<file path="config.mk">
export PLATFORM = sky130hd
export DESIGN_NAME = ram_port_arbiter_flat
export DESIGN_NICKNAME = d
export VERILOG_FILES = /design/src/rtl/ram_arb_pkg.sv /design/src/rtl/ram_port_arbiter_if.sv /design/src/rtl/sat_counter.sv /design/src/rtl/ram_port_arbiter.sv /design/src/flat_wrapper.sv
export SDC_FILE = /design/constraint.sdc
export NUM_CORES = 1
export LEC_CHECK = 0
export CELL_PAD_IN_SITES_DETAIL_PLACEMENT = 2
export CELL_PAD_IN_SITES_GLOBAL_PLACEMENT = 2
export CORE_AREA = 3 3 84 86
export DETAILED_ROUTE_END_ITERATION = 10
export DIE_AREA = 0 0 87 89
export GPL_ROUTABILITY_DRIVEN = 1
export PLACE_DENSITY_LB_ADDON = 0.1
export SYNTH_ARGS = -nofsm -noshare
export SYNTH_HDL_FRONTEND = slang
export SYNTH_SLANG_ARGS = --single-unit
</file>
<file path="constraint.sdc">
create_clock -name i_clk -period 1.8 [get_ports i_clk]
set_input_delay 0.27 -clock i_clk [delete_from_list [all_inputs] [get_ports i_clk]]
set_output_delay 0.27 -clock i_clk [all_outputs]
set_load 0.03 [all_outputs]
</file>
<file path="src/rtl/ram_arb_pkg.sv">
// Shared types and default widths for the RAM port arbiter.
package ram_arb_pkg;

  localparam int unsigned DEF_ADDR_W = 12;
  localparam int unsigned DEF_DATA_W = 4;

  // Arbitration state; LOCKED persists even on cycles where EXT issues no access.
  typedef enum logic [1:0] {IDLE, CPU, EXT, LOCKED} arb_state_t;

  // Which port the read data returning this cycle belongs to.
  typedef enum logic [1:0] {OWN_NONE, OWN_CPU, OWN_EXT} owner_t;

endpackage

</file>
<file path="src/rtl/ram_port_arbiter_if.sv">
// CPU, EXT and RAM-side signals of the arbiter. The arbiter takes the slave view;
// the requesting masters and the RAM model take the master view.
interface ram_port_arbiter_if
  import ram_arb_pkg::*;
#(
  parameter int unsigned ADDR_W = DEF_ADDR_W,
  parameter int unsigned DATA_W = DEF_DATA_W
);

  logic              cpu_req;
  logic              cpu_we;
  logic [ADDR_W-1:0] cpu_addr;
  logic [DATA_W-1:0] cpu_wdata;
  logic              cpu_gnt;
  logic              cpu_rvalid;
  logic [DATA_W-1:0] cpu_rdata;

  logic              ext_req;
  logic              ext_we;
  logic              ext_lock;
  logic [ADDR_W-1:0] ext_addr;
  logic [DATA_W-1:0] ext_wdata;
  logic              ext_gnt;
  logic              ext_rvalid;
  logic [DATA_W-1:0] ext_rdata;

  logic              ram_cs;
  logic              ram_we;
  logic [ADDR_W-1:0] ram_addr;
  logic [DATA_W-1:0] ram_wdata;
  logic [DATA_W-1:0] ram_rdata;

  modport master (
    output cpu_req, cpu_we, cpu_addr, cpu_wdata,
    output ext_req, ext_we, ext_lock, ext_addr, ext_wdata,
    output ram_rdata,
    input  cpu_gnt, cpu_rvalid, cpu_rdata,
    input  ext_gnt, ext_rvalid, ext_rdata,
    input  ram_cs, ram_we, ram_addr, ram_wdata
  );

  modport slave (
    input  cpu_req, cpu_we, cpu_addr, cpu_wdata,
    input  ext_req, ext_we, ext_lock, ext_addr, ext_wdata,
    input  ram_rdata,
    output cpu_gnt, cpu_rvalid, cpu_rdata,
    output ext_gnt, ext_rvalid, ext_rdata,
    output ram_cs, ram_we, ram_addr, ram_wdata
  );

endinterface

</file>
<file path="src/rtl/sat_counter.sv">
// Saturating up-counter with synchronous clear (clear wins over increment).
module sat_counter #(
  parameter int unsigned MAX = 4
) (
  input  logic i_clk,
  input  logic i_rst_n,
  input  logic i_inc,
  input  logic i_clr,
  output logic o_at_max
);

  localparam int unsigned W = $clog2(MAX + 1);
  localparam logic [W-1:0] MaxVal = W'(MAX);

  logic [W-1:0] r_cnt;
  logic [W-1:0] w_cnt_d;

  // Next count: clear, else step up until the ceiling.
  always_comb begin
    w_cnt_d = r_cnt;
    if (i_clr) begin
      w_cnt_d = '0;
    end else if (i_inc && (r_cnt != MaxVal)) begin
      w_cnt_d = r_cnt + 1'b1;
    end
  end

  // Count register.
  always_ff @(posedge i_clk or negedge i_rst_n) begin
    if (!i_rst_n) begin
      r_cnt <= '0;
    end else begin
      r_cnt <= w_cnt_d;
    end
  end

  assign o_at_max = (r_cnt == MaxVal);

endmodule

</file>
<file path="src/rtl/ram_port_arbiter.sv">
// Shares a single-port RAM between the CPU and the EXT loader/debug port.
// Decisions are made on sampled requests and issued to the RAM one cycle later;
// read data is steered back one cycle after that.
module ram_port_arbiter
  import ram_arb_pkg::*;
#(
  parameter int unsigned ADDR_W     = DEF_ADDR_W,
  parameter int unsigned DATA_W     = DEF_DATA_W,
  parameter int unsigned STARVE_MAX = 4,
  parameter int unsigned LOCK_MAX   = 16
) (
  input  logic               i_clk,
  input  logic               i_rst_n,
  ram_port_arbiter_if.slave  bus,
  output logic               o_lock_timeout
);

  arb_state_t        r_state;
  arb_state_t        w_state_d;
  owner_t            r_owner;
  owner_t            w_owner_d;
  logic              r_cpu_gnt;
  logic              r_ext_gnt;
  logic              r_ram_cs;
  logic              r_ram_we;
  logic [ADDR_W-1:0] r_ram_addr;
  logic [DATA_W-1:0] r_ram_wdata;
  logic              r_timeout;
  logic              r_armed;

  logic              w_locked;
  logic              w_force;
  logic              w_cpu_win;
  logic              w_ext_win;
  logic              w_we_d;
  logic [ADDR_W-1:0] w_addr_d;
  logic [DATA_W-1:0] w_wdata_d;
  logic              w_armed_d;
  logic              w_starve_at_max;
  logic              w_lock_at_max;

  // Lock counter holds the number of LOCKED cycles so far, so reaching the
  // ceiling while ext_lock is still high forces the release.
  assign w_locked = (r_state == LOCKED);
  assign w_force  = w_locked && bus.ext_lock && w_lock_at_max;

  // Winner selection and next arbitration state.
  always_comb begin
    w_cpu_win = 1'b0;
    w_ext_win = 1'b0;
    w_state_d = IDLE;
    if (w_locked && bus.ext_lock && !w_force) begin
      w_ext_win = bus.ext_req;
      w_state_d = LOCKED;
    end else begin
      if (bus.ext_req && w_starve_at_max) begin
        w_ext_win = 1'b1;
      end else if (bus.cpu_req) begin
        w_cpu_win = 1'b1;
      end else if (bus.ext_req) begin
        w_ext_win = 1'b1;
      end
      if (w_cpu_win) begin
        w_state_d = CPU;
      end else if (w_ext_win) begin
        // The forced-release cycle must not immediately re-take the lock.
        w_state_d = (bus.ext_lock && r_armed && !w_force) ? LOCKED : EXT;
      end
    end
  end

  // Access fields of the winning port; zero when nobody is issued.
  always_comb begin
    w_we_d    = 1'b0;
    w_addr_d  = '0;
    w_wdata_d = '0;
    if (w_cpu_win) begin
      w_we_d    = bus.cpu_we;
      w_addr_d  = bus.cpu_addr;
      w_wdata_d = bus.cpu_wdata;
    end else if (w_ext_win) begin
      w_we_d    = bus.ext_we;
      w_addr_d  = bus.ext_addr;
      w_wdata_d = bus.ext_wdata;
    end
  end

  // Re-arm tracking and read-return ownership for the access now on the RAM.
  always_comb begin
    w_armed_d = r_armed;
    if (w_force) begin
      w_armed_d = 1'b0;
    end else if (!bus.ext_lock) begin
      w_armed_d = 1'b1;
    end
    w_owner_d = OWN_NONE;
    if (r_cpu_gnt && !r_ram_we) begin
      w_owner_d = OWN_CPU;
    end else if (r_ext_gnt && !r_ram_we) begin
      w_owner_d = OWN_EXT;
    end
  end

  // Registered grant, RAM command and bookkeeping.
  always_ff @(posedge i_clk or negedge i_rst_n) begin
    if (!i_rst_n) begin
      r_state     <= IDLE;
      r_owner     <= OWN_NONE;
      r_cpu_gnt   <= 1'b0;
      r_ext_gnt   <= 1'b0;
      r_ram_cs    <= 1'b0;
      r_ram_we    <= 1'b0;
      r_ram_addr  <= '0;
      r_ram_wdata <= '0;
      r_timeout   <= 1'b0;
      r_armed     <= 1'b1;
    end else begin
      r_state     <= w_state_d;
      r_owner     <= w_owner_d;
      r_cpu_gnt   <= w_cpu_win;
      r_ext_gnt   <= w_ext_win;
      r_ram_cs    <= w_cpu_win || w_ext_win;
      r_ram_we    <= w_we_d;
      r_ram_addr  <= w_addr_d;
      r_ram_wdata <= w_wdata_d;
      r_timeout   <= w_force;
      r_armed     <= w_armed_d;
    end
  end

  sat_counter #(
    .MAX (STARVE_MAX)
  ) u_starve_cnt (
    .i_clk    (i_clk),
    .i_rst_n  (i_rst_n),
    .i_inc    (bus.ext_req && !w_ext_win),
    .i_clr    (!bus.ext_req || w_ext_win),
    .o_at_max (w_starve_at_max)
  );

  sat_counter #(
    .MAX (LOCK_MAX)
  ) u_lock_cnt (
    .i_clk    (i_clk),
    .i_rst_n  (i_rst_n),
    .i_inc    (w_state_d == LOCKED),
    .i_clr    (w_state_d != LOCKED),
    .o_at_max (w_lock_at_max)
  );

  assign bus.cpu_gnt    = r_cpu_gnt;
  assign bus.ext_gnt    = r_ext_gnt;
  assign bus.ram_cs     = r_ram_cs;
  assign bus.ram_we     = r_ram_we;
  assign bus.ram_addr   = r_ram_addr;
  assign bus.ram_wdata  = r_ram_wdata;
  assign bus.cpu_rvalid = (r_owner == OWN_CPU);
  assign bus.ext_rvalid = (r_owner == OWN_EXT);
  assign bus.cpu_rdata  = (r_owner == OWN_CPU) ? bus.ram_rdata : '0;
  assign bus.ext_rdata  = (r_owner == OWN_EXT) ? bus.ram_rdata : '0;
  assign o_lock_timeout = r_timeout;

endmodule

</file>
<file path="src/flat_wrapper.sv">
// flat-port wrapper written by rule: the top's interface ports become plain ports
module ram_port_arbiter_flat import ram_arb_pkg::*;
#(
  parameter int unsigned ADDR_W     = DEF_ADDR_W,
  parameter int unsigned DATA_W     = DEF_DATA_W,
  parameter int unsigned STARVE_MAX = 4,
  parameter int unsigned LOCK_MAX   = 16
)
  (i_clk, i_rst_n, o_lock_timeout, bus_cpu_req, bus_cpu_we, bus_cpu_addr, bus_cpu_wdata, bus_ext_req, bus_ext_we, bus_ext_lock, bus_ext_addr, bus_ext_wdata, bus_ram_rdata, bus_cpu_gnt, bus_cpu_rvalid, bus_cpu_rdata, bus_ext_gnt, bus_ext_rvalid, bus_ext_rdata, bus_ram_cs, bus_ram_we, bus_ram_addr, bus_ram_wdata);
  ram_port_arbiter_if #(.ADDR_W(ADDR_W), .DATA_W(DATA_W)) bus_i ();
  input  logic i_clk;
  input  logic i_rst_n;
  output logic o_lock_timeout;
  input wire logic [$bits(bus_i.cpu_req)-1:0] bus_cpu_req;
  input wire logic [$bits(bus_i.cpu_we)-1:0] bus_cpu_we;
  input wire logic [$bits(bus_i.cpu_addr)-1:0] bus_cpu_addr;
  input wire logic [$bits(bus_i.cpu_wdata)-1:0] bus_cpu_wdata;
  input wire logic [$bits(bus_i.ext_req)-1:0] bus_ext_req;
  input wire logic [$bits(bus_i.ext_we)-1:0] bus_ext_we;
  input wire logic [$bits(bus_i.ext_lock)-1:0] bus_ext_lock;
  input wire logic [$bits(bus_i.ext_addr)-1:0] bus_ext_addr;
  input wire logic [$bits(bus_i.ext_wdata)-1:0] bus_ext_wdata;
  input wire logic [$bits(bus_i.ram_rdata)-1:0] bus_ram_rdata;
  output wire logic [$bits(bus_i.cpu_gnt)-1:0] bus_cpu_gnt;
  output wire logic [$bits(bus_i.cpu_rvalid)-1:0] bus_cpu_rvalid;
  output wire logic [$bits(bus_i.cpu_rdata)-1:0] bus_cpu_rdata;
  output wire logic [$bits(bus_i.ext_gnt)-1:0] bus_ext_gnt;
  output wire logic [$bits(bus_i.ext_rvalid)-1:0] bus_ext_rvalid;
  output wire logic [$bits(bus_i.ext_rdata)-1:0] bus_ext_rdata;
  output wire logic [$bits(bus_i.ram_cs)-1:0] bus_ram_cs;
  output wire logic [$bits(bus_i.ram_we)-1:0] bus_ram_we;
  output wire logic [$bits(bus_i.ram_addr)-1:0] bus_ram_addr;
  output wire logic [$bits(bus_i.ram_wdata)-1:0] bus_ram_wdata;
  assign bus_i.cpu_req = bus_cpu_req;
  assign bus_i.cpu_we = bus_cpu_we;
  assign bus_i.cpu_addr = bus_cpu_addr;
  assign bus_i.cpu_wdata = bus_cpu_wdata;
  assign bus_i.ext_req = bus_ext_req;
  assign bus_i.ext_we = bus_ext_we;
  assign bus_i.ext_lock = bus_ext_lock;
  assign bus_i.ext_addr = bus_ext_addr;
  assign bus_i.ext_wdata = bus_ext_wdata;
  assign bus_i.ram_rdata = bus_ram_rdata;
  assign bus_cpu_gnt = bus_i.cpu_gnt;
  assign bus_cpu_rvalid = bus_i.cpu_rvalid;
  assign bus_cpu_rdata = bus_i.cpu_rdata;
  assign bus_ext_gnt = bus_i.ext_gnt;
  assign bus_ext_rvalid = bus_i.ext_rvalid;
  assign bus_ext_rdata = bus_i.ext_rdata;
  assign bus_ram_cs = bus_i.ram_cs;
  assign bus_ram_we = bus_i.ram_we;
  assign bus_ram_addr = bus_i.ram_addr;
  assign bus_ram_wdata = bus_i.ram_wdata;
  ram_port_arbiter #(.ADDR_W(ADDR_W), .DATA_W(DATA_W), .STARVE_MAX(STARVE_MAX), .LOCK_MAX(LOCK_MAX)) u_core (.i_clk(i_clk), .i_rst_n(i_rst_n), .bus(bus_i), .o_lock_timeout(o_lock_timeout));
endmodule
</file>
### Word level (Yosys, flattened, before mapping)

Cells that the tools add are included.
W data, S select, Z words.

* bits in registers: 34
* latch bits: 0
* bits in writable memories: 0
* bits in read-only memories: 0
* bits of input ports: 43
* output and inout port bits: 31
* word-level logic and storage cells: 72
* memories kept: 0

* add/subtract/negate cells: 2
* multipliers: 0
* divide/modulo/power cells: 0
* magnitude comparators: 0
* eq/ne operators: 10
* shift operators: 0
* multiplexer cells: 29
* bitwise operators: 0
* reductions and logical operators: 19

Operators with widths (count)
* $mux W12: 2
* $mux W4: 4
* $mux W1: 14
* $logic_and A1 B1 Y1: 11
* $mux W2: 5
* $mux W5: 2
* $eq A2 B2 Y1 const B: 3
* $mux W3: 2
* $add A5 B1 Y5 const B: 1
* $eq A5 B5 Y1 const B: 1
* $ne A5 B5 Y1 const B: 1
* $logic_not A1 Y1: 4
* $reduce_bool A2 Y1: 2
* $add A3 B1 Y3 const B: 1
* $eq A3 B3 Y1 const B: 1
* $ne A3 B3 Y1 const B: 1
* $eq A2 B1 Y1 const B: 1
* $logic_or A1 B1 Y1: 2
* $ne A2 B1 Y1 const B: 1
* $ne A2 B2 Y1 const B: 1

### Depth between registers and ports, before layout

Gate-level depths: netlist of run 1.

* word-level depth: 13
* depth in mapped cells: 8
* depth with buffers taken out: 5

### Hierarchy

A second synthesis of run 1 with hierarchy kept.

* cells, all modules: 124
* area, all modules: 1532.7 µm²

By module, submodules not included
* ram_port_arbiter: times used 1, cells each 79, area each 1054.8 µm², seq. area each 651.9 µm²
* sat_counter (u_core.u_lock_cnt): times used 1, cells each 27, area each 280.3 µm², seq. area each 125.1 µm²
* sat_counter (u_core.u_starve_cnt): times used 1, cells each 18, area each 197.7 µm², seq. area each 75.1 µm²

### Worst setup path after synthesis of run 1

No wires, ideal clock.

* kind: reg2reg
* start point: register u_core.u_lock_cnt.r_cnt[0]
* end point: register u_core.r_ram_addr[10] (netlist: u_core.bus.ram_addr[10])
* library setup time: 0.121 ns
* arrival time: 1.552 ns
* required time: 1.679 ns
* setup slack: 0.127 ns
* stages on the path, launching flop included: 9
* path buffers: 3
* clock period less this slack: 1.673 ns
* cell sequence: dfrtp_1 inv_1 ha_1 nor4bb_1 buf_4 o211a_1 buf_6 buf_12 a22o_2

* elaborated cells on any way between the ends: 8
* classes of those cells: eq/ne: 1; mux: 4; reduce/logical: 3

RTL lines
* start: declaration: line sat_counter.sv:15 `logic [W-1:0] r_cnt;`
* start signal: assignment: line sat_counter.sv:33 `r_cnt <= w_cnt_d;`
* $eq A5 B5 Y1: line sat_counter.sv:37 `assign o_at_max = (r_cnt == MaxVal);`
* $logic_and A1 B1 Y1: line ram_port_arbiter.sv:45 `assign w_force = w_locked && bus.ext_lock && w_lock_at_max;`
* $logic_not A1 Y1: line ram_port_arbiter.sv:52 `if (w_locked && bus.ext_lock && !w_force) begin`
* $logic_and A1 B1 Y1: line ram_port_arbiter.sv:52
* $mux W1: line ram_port_arbiter.sv:52
* net u_core.w_cpu_win: line ram_port_arbiter.sv:33 `logic w_cpu_win;`
* $mux W12: line ram_port_arbiter.sv:77 `if (w_cpu_win) begin`
* net u_core.w_addr_d[10]: line ram_port_arbiter.sv:36 `logic [ADDR_W-1:0] w_addr_d;`
* end signal: assignment: line ram_port_arbiter.sv:124 `r_ram_addr <= w_addr_d;`
* end: declaration: line ram_port_arbiter.sv:26 `logic [ADDR_W-1:0] r_ram_addr;`

The timed path passes the listed nets, and every way through them passes these cells.
A chain may end at the register's enable or synchronous reset.

### Worst setup path after layout of run 1

* start point: register u_core.u_lock_cnt.r_cnt[0]
* end point: register u_core.r_ram_addr[6] (netlist: u_core.bus.ram_addr[6])

* word-level cells in the longest chain between the ends: 7
* elaborated cells on any way between the ends: 8
* classes of those cells: eq/ne: 1; mux: 4; reduce/logical: 3

Ends and longest elaborated chain
* $eq A5 B5 Y1 *: line sat_counter.sv:37
* $logic_and A1 B1 Y1 *: line ram_port_arbiter.sv:45
* $logic_not A1 Y1 *: line ram_port_arbiter.sv:52
* $logic_and A1 B1 Y1 *: line ram_port_arbiter.sv:52
* $mux W1: line ram_port_arbiter.sv:52
* $mux W12: line ram_port_arbiter.sv:81 `end else if (w_ext_win) begin`
* $mux W12 *: line ram_port_arbiter.sv:77
* net u_core.w_addr_d[6]: line ram_port_arbiter.sv:36

Mark *: on every way through the listed nets, which the timed path passes. The rest lies on a longest branch.

==> results.json, run 1 <==
{
  "grt_pass1_wl_mm": 7.562,
  "crit_top_cell": "buf_4",
  "reg2reg_depth": 7,
  "layout_setup_ws_ps": 91.76,
  "cts_hold_buf": 0,
  "finalSetupViolCount": 0,
  "final-max-slew-violation-count": 0,
  "drt_iter0_markers": 25,
  "insertion_delay_ps": 280,
  "drt_drc_violations_left": 0,
  "cts_root_buffer": "clkbuf_8",
  "cts_sinks": 34,
  "die_h_um": 89,
  "tightest_slew_ps": 441.7,
  "p_int_mw": 1.366,
  "power_mw": 1.888,
  "seq_power_share": 0.443,
  "coreArea_mm2": 0.006350,
  "grt-ovfl-total": 0,
  "nNetsFinal": 252,
  "place_area_mm2": 0.002355,
  "cts_tree": "done",
  "multiInputGateArea_um2": 614.3,
  "die_width_um": 87,
  "fillers": 678,
  "syn-cell-area_mm2": 0.001506,
  "swShare": 0.2763,
  "rrSetupSlack_ps": 90,
  "yosysSeqAreaShare": 0.5656,
  "crit_path_max_fanout": 9,
  "vias": 1280,
  "power.density_mw_per_mm2": 755.6,
  "stdcell_area_mm2": 0.002499,
  "dr_wl_met2_mm": 2.660,
  "cts.path.max_buffers": 2,
  "cp_cell_sequence": "inv_1 > ha_2 > nor4bb_4 > buf_4 > o211a_4 > buf_4 > a22o_2",
  "m1WireLength_mm": 1.697,
  "fin_skew_ps": 6.364,
  "final_layout_size_suffix_gt1_frac": 0.2621,
  "cp.buffers_inverters": 3,
  "status": "finished, final reports clean",
  "clk_pin_slew_ps": 70,
  "drv_cap": 0,
  "crit_arrival_ps": 1870,
  "hold_viol": 0,
  "p_leak_nw": 1.111,
  "synthToLayoutAreaGrowth_pct": 65.86,
  "critPathKind": "reg2reg",
  "start_util": 0.2372,
  "io_buffers": 73,
  "synth_area_per_cell_um2": 12.99,
  "rsz0062_at_grt": "yes",
  "grt_max_degree": 35,
  "highest_layer": "met4",
  "antenna_found_initial": 0,
  "avgRoutedWirePerCell_um": 16.93,
  "fin_util": 0.3935,
  "syn_inst": 116,
  "vias_per_cell": 4.523,
  "clkPwrFrac": 0.306,
  "ys_ff_latch": 34,
  "diodes": 0,
  "reg2reg_from": "u_core.u_lock_cnt.r_cnt[0]",
  "ios": 74,
  "timing.slew.headroom": 0.7056,
  "crit_family": "compound AO/OA/AOI/OAI gates",
  "place_hpwl_mm": 3.817,
  "end_kind": "register",
  "cpPeakStageDelay_ps": 350,
  "std_cell_rows": 29,
  "first_pass_iters": 2,
  "wl_met3_um": 398,
  "crit_slowest_cell": "dfrtp_1",
  "peakVddDrop_v": 0.0003155,
  "cts_buffers": 5,
  "combPwrFrac": 0.251,
  "yosys_warnings": 0,
  "cp.required_ps": 1960,
  "fmax_mhz": 585.4,
  "p_switching_uw": 521.7,
  "seqCellArea_um2": 852.1,
  "syn_nets": 163,
  "hp-class": "in2async",
  "dieArea_mm2": 0.007743,
  "routabilityCongestion": 0.7645,
  "ant_nets": 0,
  "grt_usage": 0.1261,
  "drt_wl_total_mm": 4.792,
  "yosys.cell_types.count": 31,
  "period_needed_ps": 1708,
  "grt_pass1_vias": 1537,
  "start_kind": "register",
  "post-place-ws_ps": 26.61,
  "htreeDepth": 2,
  "finalCritPeriodShare": 0.9490,
  "reg2reg_to": "u_core.bus.ram_addr[6]"
}
[how the worst max path moves through the flow]
stage                                       from                          to  slack (ps)  depth (start not counted)
floorplan             u_core.u_lock_cnt.r_cnt[0]     u_core.bus.ram_addr[10]         130                          8
global placement                     bus_cpu_req  u_core.u_lock_cnt.r_cnt[2]          60                          4
detailed placement                   bus_cpu_req  u_core.u_lock_cnt.r_cnt[2]          30                          4
CTS                   u_core.u_lock_cnt.r_cnt[0]           u_core.bus.ram_cs          40                          7
global route        u_core.u_starve_cnt.r_cnt[1]  u_core.u_lock_cnt.r_cnt[2]         -20                          5
finish                u_core.u_lock_cnt.r_cnt[0]      u_core.bus.ram_addr[6]          90                          7
[flip-flops by register name (all words and copies together) (netlist names)]
name,flops
u_core.bus.ext_gnt,1
u_core.r_owner,2
u_core.u_starve_cnt.r_cnt,3
u_core.o_lock_timeout,1
u_core.u_lock_cnt.r_cnt,5
u_core.bus.ram_cs,1
u_core.bus.cpu_gnt,1
u_core.bus.ram_we,1
u_core.bus.ram_wdata,4
u_core.r_state,2
u_core.bus.ram_addr,12
u_core.r_armed,1
[through the flow]
step / hold WS (ps) / TNS, ps / instances
2_1_floorplan: -25.59 / 0 / 116
3_3_place_gp: 471.6 / 0 / 273
3_5_place_dp: 480.3 / 0 / 273
4_1_cts: 428.1 / 0 / 281
5_1_grt: 457.4 / -25.81 / 283
6_report: 413.7 / 0 / 283
[cells in the final DEF, fill, tap and decap left out, types with 2 or more instances in the layout]
cell type,Yosys,routed
clkdlybuf4s50_1,0,63
and2_1,8,8
nor2_1,3,3
ha_1,4,3
dfrtp_1,33,33
a22o_2,16,16
inv_1,5,5
nor2b_1,3,3
a22o_1,2,2
clkbuf_8,0,6
nand3_1,5,5
buf_4,1,21
and3_1,3,3
nand2_1,6,6
xor2_1,3,3
nand4_1,2,2
o21ai_0,2,2
dlygate4sd2_1,0,2
a211oi_1,2,2
[Yosys cell counts, drive strengths merged]
library cell	instances	area, um2
inv	5	18.77
a22o	18	177.7
a211oi	2	15.01
xnor2	1	8.760
nand4bb	1	11.26
nor4bb	1	10.01
or2	1	6.260
o21ai	2	10.01
nor3b	1	7.510
nor2b	3	18.77
a41oi	1	8.760
o211a	1	10.01
and3	3	18.77
mux2i	1	10.01
dfstp	1	26.28
dfrtp	33	825.8
and2	8	50.05
nor2	3	11.26
o2bb2ai	1	27.53
nand4	2	12.51
xor2	3	26.28
buf	5	61.31
a221oi	1	8.760
ha	4	50.05
nand2	6	22.52
a21bo	1	10.01
nand3	5	25.02
a2111oi	2	17.52
[worst register-to-register path, cell delays in order (launching register included)]
cell	delay, ps
dfrtp_1	350
inv_1	70
ha_2	200
nor4bb_4	150
buf_4	180
o211a_4	270
buf_4	170
a22o_2	220
[metal layers]
layer  vias up  global-route usage
met2        47              0.2402
met3         4             0.03963
met4         0             0.03824
met1       634              0.1319
li1        595                   -
met5         -                   0
[power by group through the flow]
stage	Sequential [mW]	Combinational, mW	Clock, mW
2_1_floorplan	0.929	0.137	0
3_3_place_gp	0.850	0.459	0
3_5_place_dp	0.852	0.473	0
4_1_cts	0.838	0.472	0.603
5_1_grt	0.844	0.507	0.635
6_report	0.837	0.474	0.578
[final cells by class]
cell class | count | share of cell area
flip-flops and latches | 34 | 0.3410
repair buffers | 87 | 0.3305
multi-input cells | 72 | 0.2459
inverters | 5 | 0.007511
clock buffers | 7 | 0.03455
clock inverters | 1 | 0.002003
well taps | 77 | 0.03856
[timing repair]
action | 4_1_cts | 5_1_grt
endpoints found under the setup margin | 2 | 23
gates resized for setup | 2 | 8
endpoints found under the hold margin | 0 | 0
setup buffers | 0 | 4
[logic make-up (layout without fill, tap and decap cells)]
| family | Yosys count | after routing | synth area share |
|---|---|---|---|
| AOI/OAI and AO/OA | 29 | 29 | 0.1894 |
| buffers and inverters | 10 | 100 | 0.05316 |
| xor gates and xnor gates | 4 | 4 | 0.02326 |
| and+or+nand+nor | 34 | 34 | 0.1287 |
| muxes | 1 | 1 | 0.006645 |
| adders and majority gates | 4 | 4 | 0.03322 |
| DFF | 34 | 34 | 0.5656 |
No activity file was read; power rests on OpenSTA's default activity.
==> inputs of run 2 (changes only) <==
--- a/config.mk
+++ b/config.mk
@@ -5,6 +5,7 @@
 export SDC_FILE = /design/constraint.sdc
 export NUM_CORES = 1
 export LEC_CHECK = 0
+export CAP_MARGIN = 25
 export CELL_PAD_IN_SITES_DETAIL_PLACEMENT = 2
 export CELL_PAD_IN_SITES_GLOBAL_PLACEMENT = 2
 export CORE_AREA = 3 3 84 86
==> results of run 2 <==
No change in the layout: final DEF, timing and power equal those of run 1.
